`config.mk`:
```
export PLATFORM = sky130hd
export DESIGN_NAME = pipe_elastic
export DESIGN_NICKNAME = d
export VERILOG_FILES = /design/src/rtl/pipeline_pkg.sv /design/src/rtl/pipe_stage.sv /design/src/rtl/pipe_elastic.sv
export SDC_FILE = /design/constraint.sdc
export NUM_CORES = 1
export LEC_CHECK = 0
export CAP_MARGIN = 20
export CORE_ASPECT_RATIO = 1.75
export CORE_MARGIN = 8
export CORE_UTILIZATION = 48
export CTS_CLUSTER_DIAMETER = 80
export DETAILED_ROUTE_END_ITERATION = 8
export PLACE_DENSITY = 0.7
export REMOVE_ABC_BUFFERS = 1
export SLEW_MARGIN = 20
export SYNTH_ARGS = -nofsm -noshare
export SYNTH_HDL_FRONTEND = slang
export SYNTH_SLANG_ARGS = --single-unit
```
`constraint.sdc`:
```
create_clock -name clk -period 4.44 [get_ports clk]
set_input_delay 1.11 -clock clk [delete_from_list [all_inputs] [get_ports clk]]
set_output_delay 1.11 -clock clk [all_outputs]
set_load 0.05 [all_outputs]
```
`src/rtl/pipeline_pkg.sv`:
```
// pipeline_pkg: shared defaults and stage record for the elastic pipeline.
package pipeline_pkg;
   localparam int WIDTH_DEF = 32;
   localparam int DEPTH_DEF = 5;
   localparam int CNT_W_DEF = 32;
   typedef struct packed {
      logic                 valid;
      logic [WIDTH_DEF-1:0] data;
   } stage_t;
endpackage

```
`src/rtl/pipe_stage.sv`:
```
// pipe_stage: one valid+data register; clear squashes valid, load captures input.
module pipe_stage #(
   parameter int WIDTH = 8
) (
   input  logic             clk,
   input  logic             rst_n,
   input  logic             load,
   input  logic             clear,
   input  logic             vin,
   input  logic [WIDTH-1:0] din,
   output logic             v,
   output logic [WIDTH-1:0] d
);
   always_ff @(posedge clk or negedge rst_n)
      if (!rst_n) begin
         v <= 1'b0;
         d <= '0;
      end else if (clear) v <= 1'b0;
      else if (load) begin
         v <= vin;
         d <= din;
      end
endmodule

```
`src/rtl/pipe_elastic.sv`:
```
// pipe_elastic: DEPTH-stage elastic pipeline with bubble collapse, flush and counters.
module pipe_elastic import pipeline_pkg::*; #(
   parameter int WIDTH = WIDTH_DEF,
   parameter int DEPTH = DEPTH_DEF,
   parameter int CNT_W = CNT_W_DEF
) (
   input  logic                       clk,
   input  logic                       rst_n,
   input  logic                       flush,
   input  logic                       in_valid,
   input  logic [WIDTH-1:0]           in_data,
   output logic                       in_ready,
   output logic                       out_valid,
   output logic [WIDTH-1:0]           out_data,
   input  logic                       out_ready,
   output logic [$clog2(DEPTH+1)-1:0] occupancy,
   output logic [CNT_W-1:0]           cycle_cnt,
   output logic [CNT_W-1:0]           retire_cnt
);
   localparam int OW = $clog2(DEPTH+1);
   logic [DEPTH-1:0] v, adv, vin;
   logic [WIDTH-1:0] d [DEPTH];
   logic [WIDTH-1:0] din [DEPTH];
   // a stage loads when it is empty or its occupant moves on this cycle
   always_comb begin
      adv[DEPTH-1] = out_ready || !v[DEPTH-1];
      for (int i = DEPTH - 2; i >= 0; i--) adv[i] = !v[i] || adv[i+1];
      vin[0] = in_valid;
      din[0] = in_data;
      for (int i = 1; i < DEPTH; i++) begin
         vin[i] = v[i-1];
         din[i] = d[i-1];
      end
      occupancy = '0;
      for (int i = 0; i < DEPTH; i++) occupancy = occupancy + OW'(v[i]);
   end
   for (genvar g = 0; g < DEPTH; g++) begin : g_stage
      pipe_stage #(.WIDTH(WIDTH)) u_stage (
         .clk  (clk),
         .rst_n(rst_n),
         .load (adv[g]),
         .clear(flush),
         .vin  (vin[g]),
         .din  (din[g]),
         .v    (v[g]),
         .d    (d[g])
      );
   end
   assign in_ready  = adv[0] && !flush;
   assign out_valid = v[DEPTH-1] && !flush;
   assign out_data  = d[DEPTH-1];
   always_ff @(posedge clk or negedge rst_n)
      if (!rst_n) begin
         cycle_cnt  <= '0;
         retire_cnt <= '0;
      end else begin
         cycle_cnt <= cycle_cnt + CNT_W'(1);
         if (out_valid && out_ready) retire_cnt <= retire_cnt + CNT_W'(1);
      end
endmodule
```
Word-level counts from Yosys, hierarchy flattened
Cells that the tools add are included.
{"block": "classes", "n_eq_ne": 0, "reduce_logical": 24, "bitwise_logic": 1, "mul": 0, "magnitude_cmp": 0, "n_addsub": 6, "muxes": 10, "shifts": 0, "n_div": 0}
{"op": "32-bit by 1-bit adder with 32-bit output (second input constant)", "n": 2}
{"op": "1-bit two-way mux", "n": 10}
{"op": "2-bit AND reduction", "n": 5}
{"op": "2-bit nonzero test", "n": 5}
{"op": "3-bit by 1-bit adder with 3-bit output", "n": 2}
{"op": "1-bit logical NOT", "n": 6}
{"op": "1-bit logical OR", "n": 5}
{"op": "2-bit by 1-bit adder with 3-bit output", "n": 1}
{"op": "1-bit logical AND", "n": 3}
{"op": "1-bit by 1-bit adder with 2-bit output", "n": 1}
{"op": "1-bit NOT", "n": 1}
{"block": "totals", "wordCells": 53, "latch_bits": 0, "memories": 0, "ramBits": 0, "output_inout_bits": 101, "input_bits": 37, "romBits": 0, "register_bits": 229}

Logic depth before layout (Yosys ltp)
{"block": "depth", "depth_word": 8, "depth_mapped": 6}

By module
From an unflattened synthesis, not the netlist that was laid out.
{"block": "unflattened", "hier_cells": 615, "hier_area_um2": 9892.0}
{"mod": "pipe_stage", "area_each_um2": 1397.6, "seq_area_each_um2": 825.8, "n_inst": 5, "cells_each": 72}
{"mod": "pipe_elastic", "area_each_um2": 2904.0, "seq_area_each_um2": 1601.5, "n_inst": 1, "cells_each": 255}

Worst setup path before layout
Ideal clock, no wire load.
{"block": "synth_timing", "path_type": "input to output", "start": "input out_ready", "end": "output in_ready", "t_arrival_ps": 2116, "path_buffers": 1, "slack_ps": 1214, "required_time_ps": 3330, "cell_stages": 4, "path_cell_list": "and4b_1 > and2_1 > a21oi_2 > buf_2"}
{"block": "synth_via", "elab_chain_len": 6}
{"element": "from (decl)", "line_no": "pipe_elastic.sv:15", "text": "input logic out_ready,"}
{"element": "1-bit logical OR", "line_no": "pipe_elastic.sv:26", "text": "adv[DEPTH-1] = out_ready || !v[DEPTH-1];"}
{"element": "1-bit logical OR (4 in series)", "line_no": "pipe_elastic.sv:27", "text": "for (int i = DEPTH - 2; i >= 0; i--) adv[i] = !v[i] || adv[i+1];"}
{"element": "1-bit logical AND", "line_no": "pipe_elastic.sv:49", "text": "assign in_ready = adv[0] && !flush;"}
{"element": "to (decl)", "line_no": "pipe_elastic.sv:12", "text": "output logic in_ready,"}
No other way between the ends.

Final worst setup path
{"block": "layout_timing", "start": "register g_stage[0].u_stage.v", "end": "output occupancy[1]"}
{"block": "layout_via", "elab_chain_len": 4}
{"element": "from (decl)", "line_no": "pipe_stage.sv:11", "text": "output logic v,"}
{"element": "from (signal assigned)", "line_no": "pipe_stage.sv:20", "text": "v <= vin;"}
{"element": "1-bit by 1-bit adder with 2-bit output", "line_no": "pipe_elastic.sv:35", "text": "for (int i = 0; i < DEPTH; i++) occupancy = occupancy + OW'(v[i]);"}
{"element": "2-bit by 1-bit adder with 3-bit output", "line_no": "pipe_elastic.sv:35"}
{"element": "3-bit by 1-bit adder with 3-bit output (2 in series)", "line_no": "pipe_elastic.sv:35"}
{"element": "to (decl)", "line_no": "pipe_elastic.sv:16", "text": "output logic [$clog2(DEPTH+1)-1:0] occupancy,"}
No other way between the ends.

==> metrics.csv <==
metric,value,unit
status,"complete, no violations",
synth_ff_type,dfrtp_1,
dp.cells,985,
crit_path_start_kind,register,
skew,18.65,ps
slew_violations,0,
initial_core_util,48.64,%
min_path_type,register to register,
synth_area_leaders,"dfrtp_1 62%, mux2_2 19%, xnor2_1 3.9%",
slew_headroom,33.73,%
ys_ff_latch,229,
path_class,register to output pin,
setup_violations,0,
avgSynthCellArea,14.37,um^2
wl_per_cell,18.86,um
rsz0062_at_grt,no,
grt_pass1_vias,6077,
grt-ovfl-total,0,
cts_hold_buf,0,
cp.required,3330,ps
clk_path_buf_depth,3,
wl,19260,um
powerDensity,459.3,mW/mm^2
cts_sinks,229,
firstDrtPassIters,4,
synth_edf_count,0,
grt_pass1_wl,32210,um
vias,5384,
ir_worst_vdd,0.2806,mV
min_period,4016,ps
grt_max_degree,109,
design.die.area,0.02425,mm^2
finalCoreUtilization,59.86,%
ant_nets,0,
rows,67,
diodes,0,
place_congestion,0.8661,
final_cell_count_no_fill,1021,
dp_hpwl,13390,um
die_height,200.1,um
avgViaCountPerCell,5.273,
io_buffers,137,
hold_violations,0,
numCtsBuffers,21,
yosysUniqueCellTypes,33,
yosys.area.top_type,dfrtp_1,
hold_ws,477.2,ps
critPathMaxFanout,4,
finalCritPeriodShare,90.45,%
drv_cap,0,
async_flop_share,100.0,%
clk_pin_slew,60,ps
io_pins,138,
ys.warnings.count,0,
syn_inst,647,
syn_area,0.009296,mm^2
fillers,1543,
fmax,249.0,MHz
die_x,121.2,um
grt_antenna_before_repair,0,
synth_top_area_share,61.64,%
drive_above_1_share,27.82,%
area_growth,23.07,%
fin_setup_tns,0,ps
postCtsSetupBuffers,0,
cts_tree,yes,
crit_path_end_kind,output pin,
cts.htree.levels,1,
root_buffer,clkbuf_16,
tightest_slew,985.8,ps
remaining_drc_errors,0,
ys_seq_area_share,61.64,%
dr.first_iter.drc_count,244,
leakage,4.913,nW
clk_latency,490,ps
cp.arrival,2910,ps
cts_resized,0,
grt_usage,16.24,%
rrSetupSlack,2160,ps
nets,809,
core-area,0.01911,mm^2
kinds of logic after synthesis:
| logic type | count (synthesis) | share of synthesized area, % |
|---|---|---|
| DFF | 229 | 61.64 |
| muxes | 160 | 19.38 |
| and+or+nand+nor | 131 | 8.277 |
| xor gates and xnor gates | 61 | 5.747 |
| buffers and inverters | 57 | 3.863 |
| adders and majority gates | 5 | 0.8345 |
| AOI/OAI and AO/OA | 4 | 0.2557 |
layout by cell type, fill, tap and decap left out, types with 2 or more instances in the layout:
master / Yosys / layout
a21oi_1: 3 / 2
a21oi_4: 0 / 2
and2_1: 4 / 4
and3_1: 10 / 10
and4_1: 3 / 3
buf_4: 32 / 11
bufinv_16: 0 / 2
clkbuf_1: 4 / 6
clkbuf_16: 0 / 21
clkbuf_8: 0 / 3
clkdlybuf4s50_1: 0 / 135
clkinv_2: 0 / 4
dfrtp_1: 229 / 229
fa_1: 2 / 2
ha_1: 3 / 3
inv_1: 6 / 6
mux2_1: 2 / 2
mux2_2: 158 / 158
nand2_1: 25 / 25
nand3_1: 20 / 20
nand4_1: 20 / 20
nor2_1: 18 / 15
nor2_4: 0 / 3
nor2b_1: 2 / 2
nor3_1: 12 / 12
nor4_1: 3 / 3
nor4_2: 4 / 4
nor4_4: 3 / 3
xnor2_1: 41 / 41
xor2_1: 20 / 20
critical path, cell delays in order (launching register included):
cell and delay (ps):
dfrtp_1 450, fa_1 520, fa_1 380, ha_1 290
clkdlybuf4s50_1 800
Yosys cell counts (all sizes together) (2+ instances only):
master and count:
dfrtp 229, mux2 160, buf 47, xnor2 41
nand2 25, nand3 21, nand4 21, xor2 20
nor2 18, nor3 12, and3 10, nor4 10
inv 6, a21oi 4, and2 4, clkbuf 4
and4 3, ha 3, fa 2, nor2b 2
cell type report:
type | instances | area (um^2) | area share [%]
clock buffer | 30 | 589.3 | 5.151
clock inverter | 6 | 80.08 | 0.6999
tap | 241 | 301.5 | 2.636
multi-input combinational | 361 | 3248 | 28.39
timing repair buffer | 148 | 1469 | 12.84
inverter | 6 | 22.52 | 0.1968
sequential | 229 | 5731 | 50.09
metrics by stage:
stage	setup WS, ps	instance area, um^2	power, W
CTS	390.0	11440	0.005325
global route	351.0	11440	0.005488
finish	424.2	11440	0.005255
floorplan	533.8	8960	0.003148
detailed placement	700.3	10770	0.003541
global placement	713.5	10770	0.003501
state kept, by name, indices dropped and copies added (netlist names):
register	count
cycle_cnt	32
g_stage.u_stage.d	160
g_stage.u_stage.v	5
retire_cnt	32
power breakdown:
part | switching [W] | leakage, nW | internal (W)
Sequential | 0.000157 | 2.82 | 0.00238
Clock | 0.000735 | 0.331 | 0.00104
Combinational | 0.000529 | 1.76 | 0.000418
per-layer routing:
layer | share of wire (%) | wire length (um) | global-route usage [%] | vias to the layer above
li1 | - | - | - | 2454
met1 | 38 | 7264 | 17.81 | 2762
met2 | 53 | 10270 | 29.27 | 143
met3 | 7.3 | 1413 | 4.675 | 25
met4 | 1.6 | 309 | 4.874 | 0
met5 | 0 | 0 | 0 | -
final timing paths:
| path | from | end | depth (start not counted) |
|---|---|---|---|
| worst max-delay path | g_stage[0].u_stage.v | occupancy[1] | 4 |
| worst min register to register | retire_cnt[31] | retire_cnt[31] | 1 |
| min in group asynchronous | rst_n | retire_cnt[20] | 1 |
| worst min-delay path | retire_cnt[31] | retire_cnt[31] | 1 |
| max in group asynchronous | rst_n | g_stage[4].u_stage.d[5] | 2 |
| worst max register to register | g_stage[3].u_stage.v | g_stage[1].u_stage.d[5] | 5 |
No activity file was read; power rests on OpenSTA's default activity.
